File: src/rtl/serial_adder_ctrl_pkg.sv
// Shared types and helpers for the bit-serial adder sequencer.
package serial_adder_ctrl_pkg;

    // Controller states; code 2'd3 is unused and decodes back to IDLE.
    typedef enum logic [1:0] {
        ST_IDLE = 2'd0,
        ST_RUN  = 2'd1,
        ST_DONE = 2'd2
    } state_e;

    // Bit-counter width: ceil(log2(width)), never less than one bit.
    function automatic int cnt_w(input int width);
        return (width <= 2) ? 1 : $clog2(width);
    endfunction

endpackage

File: src/rtl/serial_adder_ctrl_if.sv
// Operand/result valid-ready bundle between a source, the serial adder and a sink.
interface serial_adder_ctrl_if #(
    parameter int WIDTH = 8
);
    logic             in_valid;
    logic             in_ready;
    logic [WIDTH-1:0] in_a;
    logic [WIDTH-1:0] in_b;
    logic             in_cin;
    logic             out_valid;
    logic             out_ready;
    logic [WIDTH-1:0] out_sum;
    logic             out_cout;
    logic             out_ovf;

    // Source/sink side: drives operands and result acceptance.
    modport master (
        output in_valid, in_a, in_b, in_cin, out_ready,
        input  in_ready, out_valid, out_sum, out_cout, out_ovf
    );

    // Adder side: accepts operands and presents the result.
    modport slave (
        input  in_valid, in_a, in_b, in_cin, out_ready,
        output in_ready, out_valid, out_sum, out_cout, out_ovf
    );
endinterface

File: src/rtl/full_adder.sv
// Single-bit full adder cell: {co, s} = a + b + ci.
module full_adder (
    input  logic a,
    input  logic b,
    input  logic ci,
    output logic s,
    output logic co
);
    assign s  = a ^ b ^ ci;
    assign co = (a & b) | (ci & (a ^ b));
endmodule

File: src/rtl/serial_adder_ctrl.sv
// Bit-serial adder sequencer: one full_adder cell adds two WIDTH-bit operands
// LSB first, one bit per clock, with carry held in a flop between slices.
module serial_adder_ctrl
    import serial_adder_ctrl_pkg::*;
#(
    parameter int WIDTH = 8
) (
    input  logic               clk,
    input  logic               rst,
    serial_adder_ctrl_if.slave bus,
    output logic               busy
);

    localparam int               CNT_W    = cnt_w(WIDTH);
    localparam logic [CNT_W-1:0] CNT_LAST = CNT_W'(WIDTH - 1);

    state_e           state_q, state_d;
    logic [WIDTH-1:0] a_sh_q, a_sh_d;
    logic [WIDTH-1:0] b_sh_q, b_sh_d;
    logic [WIDTH-1:0] sum_sh_q, sum_sh_d;
    logic [WIDTH-1:0] sum_shifted;
    logic             carry_q, carry_d;
    logic             cin_msb_q, cin_msb_d;
    logic [CNT_W-1:0] cnt_q, cnt_d;
    logic             fa_s, fa_co;

    // The only arithmetic in the datapath: the shared bit-slice adder.
    full_adder u_fa (
        .a  (a_sh_q[0]),
        .b  (b_sh_q[0]),
        .ci (carry_q),
        .s  (fa_s),
        .co (fa_co)
    );

    // New sum bit enters at the MSB; a 1-bit build has nothing to shift down.
    generate
        if (WIDTH == 1) begin : g_sum_w1
            assign sum_shifted = fa_s;
        end else begin : g_sum_wn
            assign sum_shifted = {fa_s, sum_sh_q[WIDTH-1:1]};
        end
    endgenerate

    // Next-state and datapath update for each state.
    always_comb begin
        // NOTE: every signal gets a default first so no path leaves it unassigned (no latches).
        state_d   = state_q;
        a_sh_d    = a_sh_q;
        b_sh_d    = b_sh_q;
        sum_sh_d  = sum_sh_q;
        carry_d   = carry_q;
        cin_msb_d = cin_msb_q;
        cnt_d     = cnt_q;

        case (state_q)
            ST_IDLE: begin
                if (bus.in_valid) begin
                    a_sh_d  = bus.in_a;
                    b_sh_d  = bus.in_b;
                    carry_d = bus.in_cin;
                    cnt_d   = '0;
                    state_d = ST_RUN;
                end
            end
            ST_RUN: begin
                sum_sh_d = sum_shifted;
                a_sh_d   = a_sh_q >> 1;
                b_sh_d   = b_sh_q >> 1;
                carry_d  = fa_co;
                if (cnt_q == CNT_LAST) begin
                    // Carry going into the MSB slice, needed for signed overflow.
                    cin_msb_d = carry_q;
                    state_d   = ST_DONE;
                end else begin
                    cnt_d = cnt_q + CNT_W'(1);
                end
            end
            ST_DONE: begin
                if (bus.out_ready) begin
                    state_d = ST_IDLE;
                end
            end
            default: begin
                state_d = ST_IDLE;
            end
        endcase
    end

    // State and datapath registers; synchronous reset wins over any handshake.
    always_ff @(posedge clk) begin
        // NOTE: sequential state uses non-blocking assignments so all flops update together.
        if (rst) begin
            state_q   <= ST_IDLE;
            a_sh_q    <= '0;
            b_sh_q    <= '0;
            sum_sh_q  <= '0;
            carry_q   <= 1'b0;
            cin_msb_q <= 1'b0;
            cnt_q     <= '0;
        end else begin
            state_q   <= state_d;
            a_sh_q    <= a_sh_d;
            b_sh_q    <= b_sh_d;
            sum_sh_q  <= sum_sh_d;
            carry_q   <= carry_d;
            cin_msb_q <= cin_msb_d;
            cnt_q     <= cnt_d;
        end
    end

    // Handshake flags decode straight from state; result fields come from the
    // registers, so they hold the last result while out_valid qualifies them.
    assign bus.in_ready  = (state_q == ST_IDLE);
    assign bus.out_valid = (state_q == ST_DONE);
    assign busy          = (state_q == ST_RUN) || (state_q == ST_DONE);
    assign bus.out_sum   = sum_sh_q;
    assign bus.out_cout  = carry_q;
    assign bus.out_ovf   = cin_msb_q ^ carry_q;

endmodule

File: src/flat_wrapper.sv
// flat-port wrapper written by rule: the top's interface ports become plain ports
module serial_adder_ctrl_flat import serial_adder_ctrl_pkg::*;
#(
    parameter int WIDTH = 8
)
  (clk, rst, busy, bus_in_valid, bus_in_a, bus_in_b, bus_in_cin, bus_out_ready, bus_in_ready, bus_out_valid, bus_out_sum, bus_out_cout, bus_out_ovf);
  serial_adder_ctrl_if #(.WIDTH(WIDTH)) bus_i ();
  input  logic clk;
  input  logic rst;
  output logic busy;
  input wire logic [$bits(bus_i.in_valid)-1:0] bus_in_valid;
  input wire logic [$bits(bus_i.in_a)-1:0] bus_in_a;
  input wire logic [$bits(bus_i.in_b)-1:0] bus_in_b;
  input wire logic [$bits(bus_i.in_cin)-1:0] bus_in_cin;
  input wire logic [$bits(bus_i.out_ready)-1:0] bus_out_ready;
  output wire logic [$bits(bus_i.in_ready)-1:0] bus_in_ready;
  output wire logic [$bits(bus_i.out_valid)-1:0] bus_out_valid;
  output wire logic [$bits(bus_i.out_sum)-1:0] bus_out_sum;
  output wire logic [$bits(bus_i.out_cout)-1:0] bus_out_cout;
  output wire logic [$bits(bus_i.out_ovf)-1:0] bus_out_ovf;
  assign bus_i.in_valid = bus_in_valid;
  assign bus_i.in_a = bus_in_a;
  assign bus_i.in_b = bus_in_b;
  assign bus_i.in_cin = bus_in_cin;
  assign bus_i.out_ready = bus_out_ready;
  assign bus_in_ready = bus_i.in_ready;
  assign bus_out_valid = bus_i.out_valid;
  assign bus_out_sum = bus_i.out_sum;
  assign bus_out_cout = bus_i.out_cout;
  assign bus_out_ovf = bus_i.out_ovf;
  serial_adder_ctrl #(.WIDTH(WIDTH)) u_core (.clk(clk), .rst(rst), .bus(bus_i), .busy(busy));
endmodule
File: config.mk
export PLATFORM = sky130hd
export DESIGN_NAME = serial_adder_ctrl_flat
export DESIGN_NICKNAME = d
export VERILOG_FILES = /design/src/rtl/serial_adder_ctrl_pkg.sv /design/src/rtl/serial_adder_ctrl_if.sv /design/src/rtl/full_adder.sv /design/src/rtl/serial_adder_ctrl.sv /design/src/flat_wrapper.sv
export SDC_FILE = /design/constraint.sdc
export NUM_CORES = 1
export LEC_CHECK = 0
export ABC_AREA = 1
export BUFFER_PORTS_ARGS = -buffer_cell sky130_fd_sc_hd__buf_4
export CORE_MARGIN = 2
export CORE_UTILIZATION = 35
export DETAILED_ROUTE_END_ITERATION = 8
export GPL_TIMING_DRIVEN = 0
export PLACE_DENSITY_LB_ADDON = 0.3
export SYNTH_ARGS = -nofsm -noshare
export SYNTH_HDL_FRONTEND = slang
export SYNTH_SLANG_ARGS = --single-unit
File: constraint.sdc
create_clock -name clk -period 3.1 [get_ports clk]
set_clock_uncertainty 0.1 [all_clocks]
set_input_delay 0.155 -clock clk [delete_from_list [all_inputs] [get_ports clk]]
set_output_delay 0.155 -clock clk [all_outputs]
set_load 0.1 [all_outputs]
Yosys cells after proc, flatten, opt, wreduce, memory -nomap -nowiden
Cells that the tools add are included.

Memory bits (writable): 0. Memories: 0. Memory bits (read-only): 0. Bits in registers: 31. Output and inout bits: 13. Logic and storage cells: 41. Input bits: 21. Latch bits: 0.

Mux-type cells: 13. Shifts and indexed selects: 0. Reductions and logical operators: 7. $mul: 0. Eq/ne operators: 7. $lt $le $gt $ge: 0. Add/subtract/negate cells: 1. Div/mod/pow operators: 0. Bitwise logic cells: 6.

Operators with widths (number): one-hot mux 8 bit (2 select lines) (2); two-way mux 8 bit (2); two-way mux 2 bit (3); two-way mux 3 bit (2); inequality test 2 bit (second input constant) (3); one-hot mux 2 bit (3 select lines) (1); one-hot mux 3 bit (2 select lines) (1); AND reduction 3 bit (2); AND reduction 2 bit (2); adder 3 x 1 -> 3 bit (second input constant) (1); == test 3 bit (second input constant) (1); bitwise XOR 1 bit (3); AND 1 bit (2); == test 2 x 1 -> 1 bit (second input constant) (1); == test 2 bit (second input constant) (1); logical NOT 2 bit (1); inequality test 2 x 1 -> 1 bit (second input constant) (1); one-hot mux 1 bit (2 select lines) (1); nonzero test 2 bit (1); logical OR 1 bit (1); two-way mux 1 bit (1); bitwise OR 1 bit (1).

Depth between registers and ports, before layout
Gate-level depths: netlist of the first run.

Word-level depth: 4. Gate-level depth with buffers: 9. Mapped depth without buffers: 8.

By module
From an unflattened synthesis of the first run, not the netlist that was laid out.

Cells, all modules: 210. Area, all modules: 1455.1 sq um.

By module, submodules not included: serial_adder_ctrl (sequential area each 620.6 sq um, cells each 209, instances 1, area each 1435.1 sq um); full_adder (sequential area each 0.0 sq um, cells each 1, instances 1, area each 20.0 sq um).

Worst setup path after synthesis of the first run
No wires, ideal clock.

Path type: register -> output. From: reg u_core.carry_q (netlist: u_core.bus.out_cout). To: out bus_out_ovf. Required time: 2845 ps. Slack: 338 ps. Cell stages (with the launch flop): 2. Path buffers: 0. Arrival time: 2507 ps. Path through: dfxtp_1 xor2_1.

Word-level cells in the longest chain between the ends: 1.

Ends and longest elaborated chain: start, declared (RTL line serial_adder_ctrl.sv:22) `logic carry_q, carry_d;`; start signal, assigned (RTL line serial_adder_ctrl.sv:106) `carry_q <= carry_d;`; bitwise XOR 1 bit (RTL line serial_adder_ctrl.sv:119) `assign bus.out_ovf = cin_msb_q ^ carry_q;`; end, declared (RTL line flat_wrapper.sv:20) `output wire logic [$bits(bus_i.out_ovf)-1:0] bus_out_ovf;`.

No other way between the ends.

Worst setup path in the final report of the first run
From: reg u_core.state_q[0]. To: reg u_core.a_sh_q[5].

Word-level cells in the longest chain between the ends: 3. Elaborated cells on any way between the ends: 6. Those cells by class: eq/ne (2); mux (1); reduce/logical (3).

Ends and longest elaborated chain: start, declared (RTL line serial_adder_ctrl.sv:17) `state_e state_q, state_d;`; start signal, assigned (RTL line serial_adder_ctrl.sv:102) `state_q <= state_d;`; == test 2 x 1 -> 1 bit / logical NOT 2 bit (equally long branches) (RTL line serial_adder_ctrl.sv:56) `case (state_q)`; nonzero test 2 bit (no line) / inequality test 2 bit (equally long branches); AND reduction 2 bit (no line); end signal, assigned (RTL line serial_adder_ctrl.sv:103) `a_sh_q <= a_sh_d;`; end, declared (RTL line serial_adder_ctrl.sv:18) `logic [WIDTH-1:0] a_sh_q, a_sh_d;`.

Parallel ways exist; a longest one is shown, timed or not. A chain may end at the register's enable or synchronous reset.

==> results_dict.tcl, run 1 <==
set metrics [dict create \
    synthCells 219 \
    fillers 439 \
    num_vias 1431 \
    wl_um 3430 \
    die-area_sq_um 4850 \
    clk_path_buf_depth 2 \
    n_antenna_cell 0 \
    grt_pass1_vias 1364 \
    synth_area_sq_um 1510 \
    ys_seq_area_frac 0.412 \
    path_max_fanout 10 \
    die_x_um 69.6 \
    globalRouteMet2Util 0.263 \
    hold_violations 0 \
    yosysUniqueCellTypes 20 \
    nets 289 \
    layout_commonest_cell "nand2_1" \
    run_status "finished clean" \
    worstMarginPinSlew_ps 405 \
    rsz0062_at_grt "false" \
    postCtsHoldBufs 1 \
    met3_usage 0.0480 \
    finalSetupViolCount 0 \
    min_path_type "primary input to flop" \
    synth_area_per_cell_sq_um 6.88 \
    multi_input_area_sq_um 768 \
    overflow 0 \
    clkTransAtPathRegs_ps 60 \
    fp.dieH_um 69.6 \
    drv_cap 0 \
    layout-drive-gt1-share 0.195 \
    clk_latency_ps 280 \
    fin_crit_ps 1660 \
    place.gp.congestion 0.726 \
    crit_path_start_kind "flop" \
    area_growth_pct 26.6 \
    drtPass1Iterations 4 \
    register_area_sq_um 621 \
    grt_max_degree 11 \
    antenna_found_initial 0 \
    maxSlewViolCount 0 \
    vias_per_cell 4.60 \
    drt-initial-drc-count 74 \
    drc 0 \
    end_kind "flop" \
    wl_per_cell_um 11.0 \
    synth.net_count 248 \
    core-area_sq_um 4090 \
    ys_seq_elements 31 \
    required_ps 3220 \
    ios 34 \
    final_cell_mix "nand2_1 (65), nor2_1 (55), buf_4 (35)" \
    io_buffers 33 \
    worst-setup-path-type "flop to flop" \
    start_util 0.369 \
    cp.arrival_ps 1780 \
    slew_headroom 0.730 \
    dp_hpwl_um 2390 \
    yosysWarnings 0 \
    busiest_layer "met2" \
    clock_sinks 31 \
    setup_tns_ps 0 \
    post_cts_buffers 0 \
    cts_resized 0 \
    max_freq_ghz 0.603 \
    drt.antenna.violating_nets 0 \
    grt_pass1_wl_um 6000 \
    period_share 0.535 \
    grt_usage 0.153 \
    tritoncts "yes" \
    ctsRootBufferMaster "clkbuf_8" \
    cts_made_buffers 5 \
    htreeDepth 2 \
    rows 23 \
    gr-usage-met1 0.180 \
]
[cell usage after synthesis]
library cell,n,area share
nand2_1,65,0.16
buf_4,2,0.010
clkbuf_1,2,0.0050
o21ai_0,21,0.070
fa_1,1,0.013
dfxtp_1,31,0.41
o21ai_4,1,0.011
xor2_1,1,0.0058
ha_1,7,0.058
inv_1,12,0.030
buf_6,3,0.022
buf_2,2,0.0066
nand3_1,3,0.010
o21ai_2,1,0.0058
nand4_1,4,0.017
o21ai_1,2,0.0066
a21oi_1,3,0.010
inv_2,2,0.0050
nand2_2,1,0.0042
nor2_1,55,0.14
[per-layer routing]
| metal | share of wire | wire (um) |
|---|---|---|
| met2 | 0.47 | 1600 |
| met3 | 0.044 | 151 |
| met1 | 0.47 | 1620 |
| met5 | 0 | 0 |
| met4 | 0.016 | 55 |
[logic make-up after synthesis]
kind of cell | synth area share
compound gates | 0.103
xor+xnor | 0.00581
fa+ha+maj | 0.0714
buf+inv | 0.0788
flops | 0.412
simple gates | 0.329
[path summary, 6_finish.rpt]
check             depth (start not counted)                           start  slack, ps                       endpoint
setup / recovery                          7  u_core.state_q[0]$_SDFFE_PP0P_       1440  u_core.a_sh_q[5]$_SDFFE_PP0P_
setup reg to reg                          7  u_core.state_q[0]$_SDFFE_PP0P_       1440  u_core.a_sh_q[5]$_SDFFE_PP0P_
hold / removal                            3                     bus_in_b[7]         60  u_core.b_sh_q[7]$_SDFFE_PP0P_
hold reg to reg                           2   u_core.b_sh_q[7]$_SDFFE_PP0P_        360  u_core.b_sh_q[7]$_SDFFE_PP0P_
[critical path: stages (launching register included)]
cell	delay, ps
dfxtp_1	360
inv_1	100
ha_1	230
buf_6	140
o21ai_2	250
buf_4	220
o21ai_0	90
nor2_1	120
[area by class of cell]
cell class	count	area share
Multi-Input combinational cell	165	0.402
Tap cell	50	0.0328
Clock buffer	7	0.0400
Buffer	9	0.0347
Timing Repair Buffer	34	0.135
Inverter	14	0.0275
Clock inverter	1	0.00262
Sequential cell	31	0.325
[stage by stage]
stage	instance area, sq um	cells	hold slack, ps	setup WS [ps]	util
4_1_cts	1910	311	49.4	1420	0.467
3_3_place_gp	1820	302	250	1480	0.445
6_report	1910	311	56.8	1440	0.467
2_1_floorplan	1510	219	124	338	-
5_1_grt	1910	311	53.4	1220	0.467
3_5_place_dp	1820	302	249	1450	0.445
[state kept, by name, summed over array words and instances, names as in the netlist]
name and cells:
u_core.a_sh_q 8, u_core.b_sh_q 8, u_core.bus.out_cout 1, u_core.bus.out_sum 8, u_core.cin_msb_q 1, u_core.cnt_q 3
u_core.state_q 2
Power of run 1 is not shown: default switching activity piles up to over one toggle a cycle in this logic, so the estimate is an artifact.
==> inputs of run 2 (changes only) <==
- ABC_AREA: 1 -> 0
- clock period: 3.1 -> 1.45 ns (I/O delays scaled with it)
==> run 2 against run 1 <==
  * The run now ends with setup timing left
  * Flip-flop and latch count unchanged
  * Die area decreased by 2.7%
  * Highest routed layer unchanged
  * Utilization grew 11 points
  * Fmax increased by 3.9%
  * Register-to-register slack lost 1600 ps
  * Sequential share of layout area shrank 5.1 points
  * Wire length grew 6.8%
==> results_dict.tcl, run 2 <==
set metrics [dict create \
    run_status "finished, violations left" \
    failed_checks "setup timing" \
    antenna_found_initial 0 \
    cts_made_buffers 5 \
    r2r_slack_ps -150 \
    clkTransAtPathRegs_ps 70 \
    path_max_fanout 10 \
    synth_edf_count 0 \
    layout_commonest_cell "buf_4" \
    stdcell_count 244 \
    synthFlopType "dfxtp_1" \
    hold-path-endpoint "u_core.bus.out_cout$_SDFFE_PP0P_" \
    period_share 1.10 \
    drc 0 \
    hp-start "rst" \
    yosysWarnings 0 \
    drtPass1Iterations 4 \
    dp_hpwl_um 2350 \
    worstMarginPinSlew_ps 679 \
    fin_hold_ws_ps 37.0 \
    n_antenna_cell 0 \
    netlist_top_cells_count "dfxtp_1 (31), mux2i_1 (27), nor2_1 (25), a211oi_1 (15)" \
    multi_input_area_sq_um 1010 \
    ios 34 \
    power_uw 4910 \
    fin_util 0.575 \
    clk_latency_ps 290 \
    synth.most_common_cell "dfxtp_1" \
    grt_pass1_wl_um 5600 \
    required_ps 1540 \
    postCtsHoldBufs 0 \
    fillers 337 \
    drt.antenna.violating_nets 0 \
    fin_crit_ps 1600 \
    slew_headroom 0.547 \
    min_path_type "primary input to flop" \
    clk_path_buf_depth 2 \
    whs_path_depth 3 \
    nets 222 \
    register_area_sq_um 634 \
    die_x_um 68.7 \
    r2r_cells 5 \
    drt-initial-drc-count 34 \
    yosysUniqueCellTypes 26 \
    ys_seq_elements 31 \
    area_growth_pct 58.2 \
    place_inst 228 \
    start_util 0.364 \
    met3_usage 0.0503 \
    worstReg2RegEnd "u_core.a_sh_q[1]$_SDFFE_PP0P_" \
    maxSlewViolCount 0 \
    cp.arrival_ps 1690 \
    gr-usage-met1 0.200 \
    grt_pass1_vias 1220 \
    synthCells 145 \
    vias_per_cell 4.99 \
    io_buffers 33 \
    finalSetupViolCount 21 \
    busiest_layer "met2" \
    synth.net_count 174 \
    wl_um 3670 \
    max_freq_ghz 0.626 \
    ys_seq_area_frac 0.424 \
    core-area_sq_um 4030 \
    grt_max_degree 11 \
    overflow 0 \
    synth_top_area_frac 0.424 \
    globalRouteMet2Util 0.268 \
    ctsRootBufferMaster "clkbuf_8" \
    synth_area_sq_um 1470 \
    place.gp.congestion 0.729 \
    rows 23 \
    end_kind "flop" \
    worst-setup-path-type "flop to flop" \
    htreeDepth 2 \
    async_flop_share 0 \
    rsz0062_at_grt "true" \
    hold_violations 0 \
    grt_usage 0.163 \
    r2r_start "u_core.state_q[0]$_SDFFE_PP0P_" \
    synth_top_area_cell "dfxtp_1" \
    p_leak_uw 0.000931 \
    fp.dieH_um 68.7 \
    synth_area_leaders "dfxtp_1 (42%), mux2i_1 (18%), a211oi_1 (7.7%)" \
    die-area_sq_um 4720 \
    tritoncts "yes" \
    synth_area_per_cell_sq_um 10.1 \
    p_per_area_nw_per_um2 2120 \
    ir_drop_uv 952 \
    layout-drive-gt1-share 0.536 \
    clock_sinks 31 \
    crit_path_start_kind "flop" \
    wl_per_cell_um 15.0 \
    layout_setup_ws_ps -148 \
    num_vias 1218 \
    final_cell_mix "buf_4 (35), mux2i_1 (27), dfxtp_1 (26)" \
    drv_cap 0 \
]
[run 2: cell types whose count changed in the layout (fill, tap and decap cells not counted), moves of 5 or more]
| cell | before | now |
|---|---|---|
| nand2_1 | 65 | 7 |
| nor2_1 | 55 | 11 |
| mux2i_1 | 0 | 27 |
| o21ai_0 | 21 | 0 |
| a211oi_2 | 0 | 12 |
| nor2_4 | 0 | 11 |
| inv_1 | 12 | 3 |
| ha_1 | 7 | 1 |
| dfxtp_1 | 31 | 26 |
[run 2: report_power, final]
group | total, uW | switching [uW] | internal, uW
registers | 1330 | 239 | 1090
clock network | 899 | 344 | 556
logic | 2680 | 1510 | 1170
[run 2: how the worst max path moves through the flow]
stage	start	to	slack [ps]
after floorplan	u_core.state_q[1]$_SDFFE_PP0P_	u_core.b_sh_q[0]$_SDFFE_PP0P_	-190
after global placement	u_core.state_q[1]$_SDFFE_PP0P_	u_core.cnt_q[2]$_SDFFE_PP0P_	-120
after CTS	u_core.cnt_q[1]$_SDFFE_PP0P_	u_core.cnt_q[1]$_SDFFE_PP0P_	-160
after detailed placement	u_core.state_q[1]$_SDFFE_PP0P_	u_core.cnt_q[2]$_SDFFE_PP0P_	-180
final	u_core.state_q[0]$_SDFFE_PP0P_	u_core.a_sh_q[1]$_SDFFE_PP0P_	-150
after global routing	u_core.state_q[0]$_SDFFE_PP0P_	u_core.a_sh_q[1]$_SDFFE_PP0P_	-200
[run 2: final cells by class]
| class | instances | area share |
|---|---|---|
| buffer | 9 | 0.0416 |
| clock buffer | 6 | 0.0356 |
| clock inverter | 2 | 0.0151 |
| inverter | 5 | 0.0113 |
| multi-input combinational | 100 | 0.437 |
| sequential | 31 | 0.274 |
| tap | 50 | 0.0270 |
| timing repair buffer | 41 | 0.159 |
[run 2: critical path: stages (launching register included)]
cell and delay, ps:
dfxtp_4 390, inv_4 50, ha_4 170, mux2_4 380
buf_6 180, a211oi_1 220
[run 2: logic make-up after synthesis]
group / Yosys count / synth area share
and+or+nand+nor: 40 / 0.125
DFF: 31 / 0.424
muxes: 28 / 0.195
AOI/OAI and AO/OA: 23 / 0.118
buffers and inverters: 14 / 0.0598
adders and majority gates: 8 / 0.0734
xor gates and xnor gates: 1 / 0.00598
[run 2: repair_timing]
item,4_1_cts,5_1_grt
buffers inserted,5,1
gates cloned,1,1
setup endpoints to repair,22,32
pin swaps,4,2
gates resized for setup,26,38
[run 2: per-stage QoR]
step | setup slack (ps) | setup TNS, ps | instance area [sq um]
2_1_floorplan | -186 | -3320 | 1540
3_3_place_gp | -124 | -1430 | 1850
3_5_place_dp | -176 | -2050 | 1850
4_1_cts | -160 | -1510 | 2140
5_1_grt | -202 | -3020 | 2320
6_report | -148 | -1960 | 2320
[run 2: layer usage]
layer  part of all wire  up-vias
li1                   -      604
met1               0.43      589
met2               0.53       20
met3              0.037        5
met5                  0        -
met4              0.011        0
Note: power is estimated with default switching activity, not from simulation.
==> inputs of run 3 (changes only) <==
- CAP_MARGIN: default -> 5
- HOLD_SLACK_MARGIN: default -> 0.12
==> run 3 against run 2 <==
  * The run still ends with setup timing left
  * Non-clock buffer count grew 17
  * Utilization grew 4.7 points
  * Combinational power grew 3%
  * Sequential power is essentially flat
  * Flip-flop and latch count is the same
  * Critical path type unchanged
  * Largest cell class unchanged
  * Largest power group unchanged
==> results_dict.tcl, run 3 (same netlist as run 2, synthesis figures left out) <==
set metrics [dict create \
    crit_path_start_kind "flop" \
    core-area_sq_um 4030 \
    area_growth_pct 71.1 \
    htreeDepth 2 \
    drt.antenna.violating_nets 0 \
    finalSetupViolCount 21 \
    grt_max_degree 11 \
    grt_pass1_vias 1294 \
    ctsRootBufferMaster "clkbuf_8" \
    fp.dieH_um 68.7 \
    io_buffers 33 \
    wl_per_cell_um 15.2 \
    end_kind "flop" \
    setup_tns_ps -1850 \
    p_per_area_nw_per_um2 1990 \
    dp_hpwl_um 2350 \
    final_cell_mix "buf_4 (35), mux2i_1 (26), dfxtp_1 (26)" \
    worstMarginPinSlew_ps 408 \
    drt-initial-drc-count 25 \
    min_path_type "primary input to flop" \
    rows 23 \
    antenna_found_initial 0 \
    hp-start "bus_in_b[6]" \
    die-area_sq_um 4720 \
    hold_violations 0 \
    drtPass1Iterations 4 \
    fin_crit_ps 1580 \
    period_share 1.09 \
    grt_usage 0.173 \
    wl_um 3970 \
    path_max_fanout 5 \
    maxSlewViolCount 0 \
    num_vias 1292 \
    drv_cap 0 \
    r2r_start "u_core.cnt_q[1]$_SDFFE_PP0P_" \
    vias_per_cell 4.95 \
    crit_start "u_core.cnt_q[1]$_SDFFE_PP0P_" \
    grt_pass1_wl_um 5980 \
    nets 239 \
    slew_headroom 0.728 \
    power_uw 5000 \
    clock_sinks 31 \
    layout_commonest_cell "buf_4" \
    run_status "finished, violations left" \
    required_ps 1550 \
    layout-drive-gt1-share 0.502 \
    overflow 0 \
    drc 0 \
    layout_setup_ws_ps -127 \
    clkTransAtPathRegs_ps 70 \
    cts_made_buffers 5 \
    die_x_um 68.7 \
    worst-setup-path-type "flop to flop" \
    rsz0062_at_grt "true" \
    max_freq_ghz 0.634 \
    place.gp.congestion 0.729 \
    ios 34 \
    clk_latency_ps 290 \
    cp.arrival_ps 1670 \
    clk_path_buf_depth 2 \
    failed_checks "setup timing" \
    tritoncts "yes" \
    p_leak_uw 0.00101 \
    ir_drop_uv 972 \
    n_antenna_cell 0 \
    start_util 0.364 \
]
==> run 3: timing repair <==
| item | 4_1_cts | 5_1_grt |
|---|---|---|
| endpoints found under the hold margin | 22 | 0 |
| buffers inserted | 5 | 1 |
| pin swaps | 4 | 2 |
| cloned | 1 | 1 |
| endpoints found under the setup margin | 22 | 32 |
| gates resized for setup | 26 | 44 |
| hold buffers | 17 | 0 |
==> run 3: metal layers <==
layer,track usage,share of wire,vias to the layer above
met5,0,0,-
met4,0.0539,0.0098,0
met3,0.0487,0.035,5
met2,0.298,0.55,28
met1,0.209,0.40,621
li1,-,-,638
==> run 3: stage by stage <==
step | utilization | cells | hold slack, ps | area (sq um) | worst slack [ps]
after floorplan | - | 145 | 180 | 1540 | -186
final | 0.622 | 261 | 111 | 2510 | -127
after CTS | 0.573 | 259 | 120 | 2310 | -160
after global placement | 0.459 | 228 | 312 | 1850 | -124
after detailed placement | 0.459 | 228 | 318 | 1850 | -176
after global routing | 0.622 | 261 | 139 | 2510 | -173
==> run 3: layout make-up <==
class / instances / area (sq um)
plain buffers: 9 / 101
clock buffers: 6 / 82.6
clock inverters: 2 / 35.0
fillers: 315 / 1520
inverters: 5 / 26.3
multi-input cells: 100 / 1030
flip-flops and latches: 31 / 634
well taps: 50 / 62.6
repair buffers: 58 / 539
==> run 3: final timing paths <==
check	slack, ps	cells past startpoint	to
worst min register to register	410	2	u_core.b_sh_q[7]$_SDFFE_PP0P_
worst min-delay path	110	3	u_core.b_sh_q[6]$_SDFFE_PP0P_
worst max register to register	-130	5	u_core.cnt_q[1]$_SDFFE_PP0P_
worst max-delay path	-130	5	u_core.cnt_q[1]$_SDFFE_PP0P_
==> run 3: critical path: stages (launching register included) <==
cell and delay, ps:
dfxtp_2 340, ha_4 160, ha_4 150, and2_4 170, or3_4 400, o31ai_2 170
==> run 3: power by group <==
part           switching, uW  internal, uW  total [uW]
clock                    338           556         893
sequential               251          1090        1340
combinational           1540          1230        2770
